$ cat src/rtl/gtech_link_deser.sv
// Receive end of the one-bit framed serial link: LSB-first WIDTH-bit frames plus an
// even-parity bit, delivered through a one-word valid/ready buffer with sticky error flags.
module gtech_link_deser #(
   parameter int WIDTH = 8
) (
   input  logic             CP,
   input  logic             CD,
   input  logic             S_DIN,
   input  logic             S_VLD,
   input  logic             S_SOF,
   output logic [WIDTH-1:0] DOUT,
   output logic             D_PERR,
   output logic             D_VLD,
   input  logic             D_RDY,
   input  logic             CLR_ERR,
   output logic             OVF,
   output logic             FERR,
   output logic             BUSY,
   output logic [1:0]       dbg_state_o
);

   localparam int CW = $clog2(WIDTH + 1);

   // Output handshake: a word transfers on every CP edge where D_VLD & D_RDY; DOUT and
   // D_PERR hold while D_VLD & !D_RDY, and D_RDY has no effect while D_VLD is low.
   typedef enum logic [1:0] {
      IDLE = 2'd0,
      DATA = 2'd1,
      PAR  = 2'd2
   } state_t;

   state_t           state_q, state_d;
   logic [CW-1:0]    cnt_q, cnt_d;
   logic [WIDTH-1:0] sh_q, sh_d;
   logic [WIDTH-1:0] dout_q, dout_d;
   logic             perr_q, perr_d;
   logic             vld_q, vld_d;
   logic             ovf_q, ovf_d;
   logic             ferr_q, ferr_d;
   logic             frame_done, ferr_set, ovf_set, load;

   always_comb begin
      state_d    = state_q;
      cnt_d      = cnt_q;
      sh_d       = sh_q;
      frame_done = 1'b0;
      ferr_set   = 1'b0;
      if (S_VLD) begin
         if (S_SOF) begin
            // SOF always restarts; it is only an error when a frame was already open.
            ferr_set = (state_q != IDLE);
            sh_d     = WIDTH'(S_DIN);
            cnt_d    = CW'(1);
            state_d  = DATA;
         end else begin
            case (state_q)
               IDLE: ferr_set = 1'b1;
               DATA: begin
                  sh_d  = sh_q | (WIDTH'(S_DIN) << cnt_q);
                  cnt_d = cnt_q + CW'(1);
                  if (cnt_d == CW'(WIDTH)) state_d = PAR;
               end
               PAR: begin
                  frame_done = 1'b1;
                  cnt_d      = '0;
                  state_d    = IDLE;
               end
               default: state_d = IDLE;
            endcase
         end
      end
   end

   always_comb begin
      load    = frame_done & (~vld_q | D_RDY);
      ovf_set = frame_done & ~load;
      dout_d  = dout_q;
      perr_d  = perr_q;
      vld_d   = vld_q;
      if (vld_q & D_RDY) vld_d = 1'b0;
      if (load) begin
         dout_d = sh_q;
         perr_d = ^{sh_q, S_DIN};
         vld_d  = 1'b1;
      end
      // A fresh error in the clearing cycle keeps the flag set.
      ovf_d  = (ovf_q & ~CLR_ERR) | ovf_set;
      ferr_d = (ferr_q & ~CLR_ERR) | ferr_set;
   end

   always_ff @(posedge CP or negedge CD) begin
      if (!CD) begin
         state_q <= IDLE;
         cnt_q   <= '0;
         sh_q    <= '0;
         dout_q  <= '0;
         perr_q  <= 1'b0;
         vld_q   <= 1'b0;
         ovf_q   <= 1'b0;
         ferr_q  <= 1'b0;
      end else begin
         state_q <= state_d;
         cnt_q   <= cnt_d;
         sh_q    <= sh_d;
         dout_q  <= dout_d;
         perr_q  <= perr_d;
         vld_q   <= vld_d;
         ovf_q   <= ovf_d;
         ferr_q  <= ferr_d;
      end
   end

   assign DOUT        = dout_q;
   assign D_PERR      = perr_q;
   assign D_VLD       = vld_q;
   assign OVF         = ovf_q;
   assign FERR        = ferr_q;
   assign BUSY        = (state_q != IDLE);
   assign dbg_state_o = state_q;

endmodule

$ cat config.mk
export PLATFORM = sky130hd
export DESIGN_NAME = gtech_link_deser
export DESIGN_NICKNAME = d
export VERILOG_FILES = /design/src/rtl/gtech_link_deser.sv
export SDC_FILE = /design/constraint.sdc
export NUM_CORES = 1
export LEC_CHECK = 0
export CAP_MARGIN = 20
export CELL_PAD_IN_SITES_DETAIL_PLACEMENT = 1
export CELL_PAD_IN_SITES_GLOBAL_PLACEMENT = 1
export CORE_MARGIN = 10
export CORE_UTILIZATION = 44
export CTS_BUF_LIST = sky130_fd_sc_hd__clkbuf_4 sky130_fd_sc_hd__clkbuf_8 sky130_fd_sc_hd__clkbuf_16
export DETAILED_ROUTE_END_ITERATION = 8
export GPL_ROUTABILITY_DRIVEN = 0
export PLACE_DENSITY = 0.94
export SYNTH_ARGS = -nofsm -noshare
export SYNTH_HDL_FRONTEND = slang
export SYNTH_SLANG_ARGS = --single-unit
$ cat constraint.sdc
create_clock -name CP -period 4.7 [get_ports CP]
set_clock_uncertainty 0.2 [all_clocks]
set_input_delay 0.94 -clock CP [delete_from_list [all_inputs] [get_ports CP]]
set_output_delay 0.94 -clock CP [all_outputs]
set_load 0.005 [all_outputs]
==> results_dict.tcl <==
set metrics [dict create \
    status "finished clean" \
    initialDrtViolationCount 47 \
    clk_path_buf_depth 2 \
    die_w_um 74.36 \
    rsz0062_at_grt "false" \
    pwr-share-comb_pct 27.1 \
    grt_pass1_wl_um 5306 \
    postSynthAreaPerCell_sq_um 11.11 \
    grt_max_degree 15 \
    syn_area_sq_um 1300 \
    first_global_vias 1097 \
    crit_path_end_kind "primary output" \
    yosysWarnings 0 \
    p_seq_share_pct 54.6 \
    fillers 303 \
    synth_flop_cell "dfrtp_1" \
    wl_per_cell_um 18.57 \
    finalSetupTns_ns 0 \
    area_growth_pct 19.35 \
    cap_viol_max_count 0 \
    peakVddDrop_mv 0.2309 \
    synth-edff-count 0 \
    drcViolationCount 0 \
    start_util_pct 46.74 \
    required_ns 3.56 \
    switching_power_mw 0.1649 \
    p_total_mw 0.5197 \
    placed_area_sq_um 1529 \
    drive_above_1_share_pct 12.50 \
    h-tree-depth 1 \
    layout_setup_ws_ns 1.831 \
    multiInputGateArea_sq_um 584.3 \
    drv_slew 0 \
    synth_nets 126 \
    slew_headroom_pct 54.39 \
    powerDensity_nw_per_um2 335.0 \
    power_frac_clock_pct 18.2 \
    hold_path_class "reg2reg" \
    critPathArrivalTime_ns 1.73 \
    setup.worst_path.class "reg2out" \
    dieArea_sq_um 5529 \
    cp_max_fo 12 \
    final-hold-violation-count 0 \
    core_area_sq_um 2781 \
    synthCells 117 \
    grt-ovfl-total 0 \
    ys_seq_elements 26 \
    layout_min_cycle_time_ns 2.869 \
    timing.final.crit_share_pct 61.03 \
    ys_seq_area_share_pct 50.05 \
    first_pass_iters 4 \
    sw_frac_of_total_pct 31.73 \
    setup_viol 0 \
    worst_pin_slew_ns 0.6820 \
    root_buffer "clkbuf_4" \
    antenna_found_initial 0 \
    timing.fmax_mhz 348.6 \
    ios 22 \
    dp_hpwl_um 2420 \
    path_clk_slew_ns 0.13 \
    startpoint_type "register" \
    synthDistinctLibCells 32 \
    design_area_sq_um 1551 \
    cts_tree "done" \
    ant_nets 0 \
    dp_slack_ns 1.734 \
    via_per_inst 5.910 \
    rows 19 \
    cts_setup_buffers 0 \
    drt-total-wl_um 3101 \
    diodes 0 \
    async_flop_share_pct 100.0 \
    insertion_delay_ns 0.32 \
    power.leakage_nw 0.6933 \
    cts_buffers 3 \
    final_util_pct 55.78 \
    cts_resized 0 \
    cts.sinks 26 \
    die_h_um 74.36 \
    portBuffers 21 \
    ff2ff_setup_slack_ns 2.71 \
    ctsHoldBuffers 0 \
    vias 987 \
    regArea_sq_um 650.6 \
    p_int_mw 0.3548 \
    groute.usage.overall_pct 12.12 \
    nNetsFinal 147 \
]
## Yosys cell counts, types with 3 or more instances
library cell / instances / share of area (%)
nand2_1: 9 / 2.6
o21a_1: 7 / 4.0
o22ai_1: 4 / 1.9
o21ai_0: 4 / 1.5
buf_2: 4 / 1.5
inv_1: 8 / 2.3
nand3_1: 5 / 1.9
xnor2_1: 6 / 4.0
mux2_2: 8 / 6.9
nor2_1: 6 / 1.7
dfrtp_1: 26 / 50
nor3_1: 3 / 1.2
## cell usage in the layout (no fill, tap or decap), drive strengths merged, types with 2 or more instances in the layout
cell / n
a32oi: 2
o21a: 7
clkdlybuf4s50: 21
dfrtp: 26
xor2: 2
o22ai: 4
inv: 8
o21ai: 5
ha: 2
o211ai: 2
and2b: 2
a22oi: 2
mux2: 8
nor2: 7
nor3: 3
nand2: 9
xnor2: 6
clkbuf: 3
nand4: 2
nand3: 5
## cells by family (layout without fill, tap and decap cells)
| family | Yosys count | after routing | synth area share [%] |
|---|---|---|---|
| fa+ha+maj | 2 | 2 | 1.925 |
| buf+inv | 14 | 33 | 5.005 |
| mux | 8 | 8 | 6.930 |
| compound gates | 26 | 26 | 15.01 |
| simple gates | 32 | 32 | 13.96 |
| flops | 26 | 26 | 50.05 |
| xor+xnor | 9 | 9 | 7.122 |
## layout make-up
type / count / share of cell area (%)
flip-flops and latches: 26 / 41.94
multi-input cells: 77 / 37.66
repair buffers: 22 / 14.52
well taps: 31 / 2.500
inverters: 8 / 1.935
clock buffers: 3 / 1.452
## per-stage QoR
step | std cells | hold slack [ns]
2_1_floorplan | 117 | 0.2793
3_3_place_gp | 163 | 0.2692
3_5_place_dp | 164 | 0.2956
4_1_cts | 167 | 0.3262
5_1_grt | 167 | 0.3455
6_report | 167 | 0.3224
## final timing paths
check,from,to,cells past startpoint
max,dbg_state_o[1],BUSY,3
min,DOUT[1],DOUT[1],1
max reg2reg,dbg_state_o[1],dbg_state_o[0],5
min reg2reg,DOUT[1],DOUT[1],1
max in group asynchronous,CD,dbg_state_o[1],2
min in group asynchronous,CD,DOUT[3],1
## metal layers
layer	share of wire (%)	vias up	global-route usage (%)
li1	-	454	-
met1	40	500	13.83
met2	51	28	21.31
met3	6.9	5	3.590
met4	1.2	0	3.659
met5	0	-	0
## worst max-delay path, stage by stage (launching register included)
cell,delay [ns]
dfrtp_1,0.56
nor2_1,0.33
inv_1,0.07
clkdlybuf4s50_1,0.45
## power by group through the flow
stage / combinational [mW] / sequential [mW] / clock (mW)
after floorplan: 0.115 / 0.271 / 0
after global placement: 0.133 / 0.285 / 0
after detailed placement: 0.142 / 0.288 / 0
after CTS: 0.143 / 0.283 / 0.0986
after global routing: 0.156 / 0.288 / 0.108
final: 0.141 / 0.284 / 0.0948
## state kept, by name (all words and copies together) (netlist names)
register,count
DOUT,8
D_PERR,1
D_VLD,1
FERR,1
OVF,1
cnt_q,4
dbg_state_o,2
sh_q,8
Note: power is estimated with default switching activity, not from simulation.
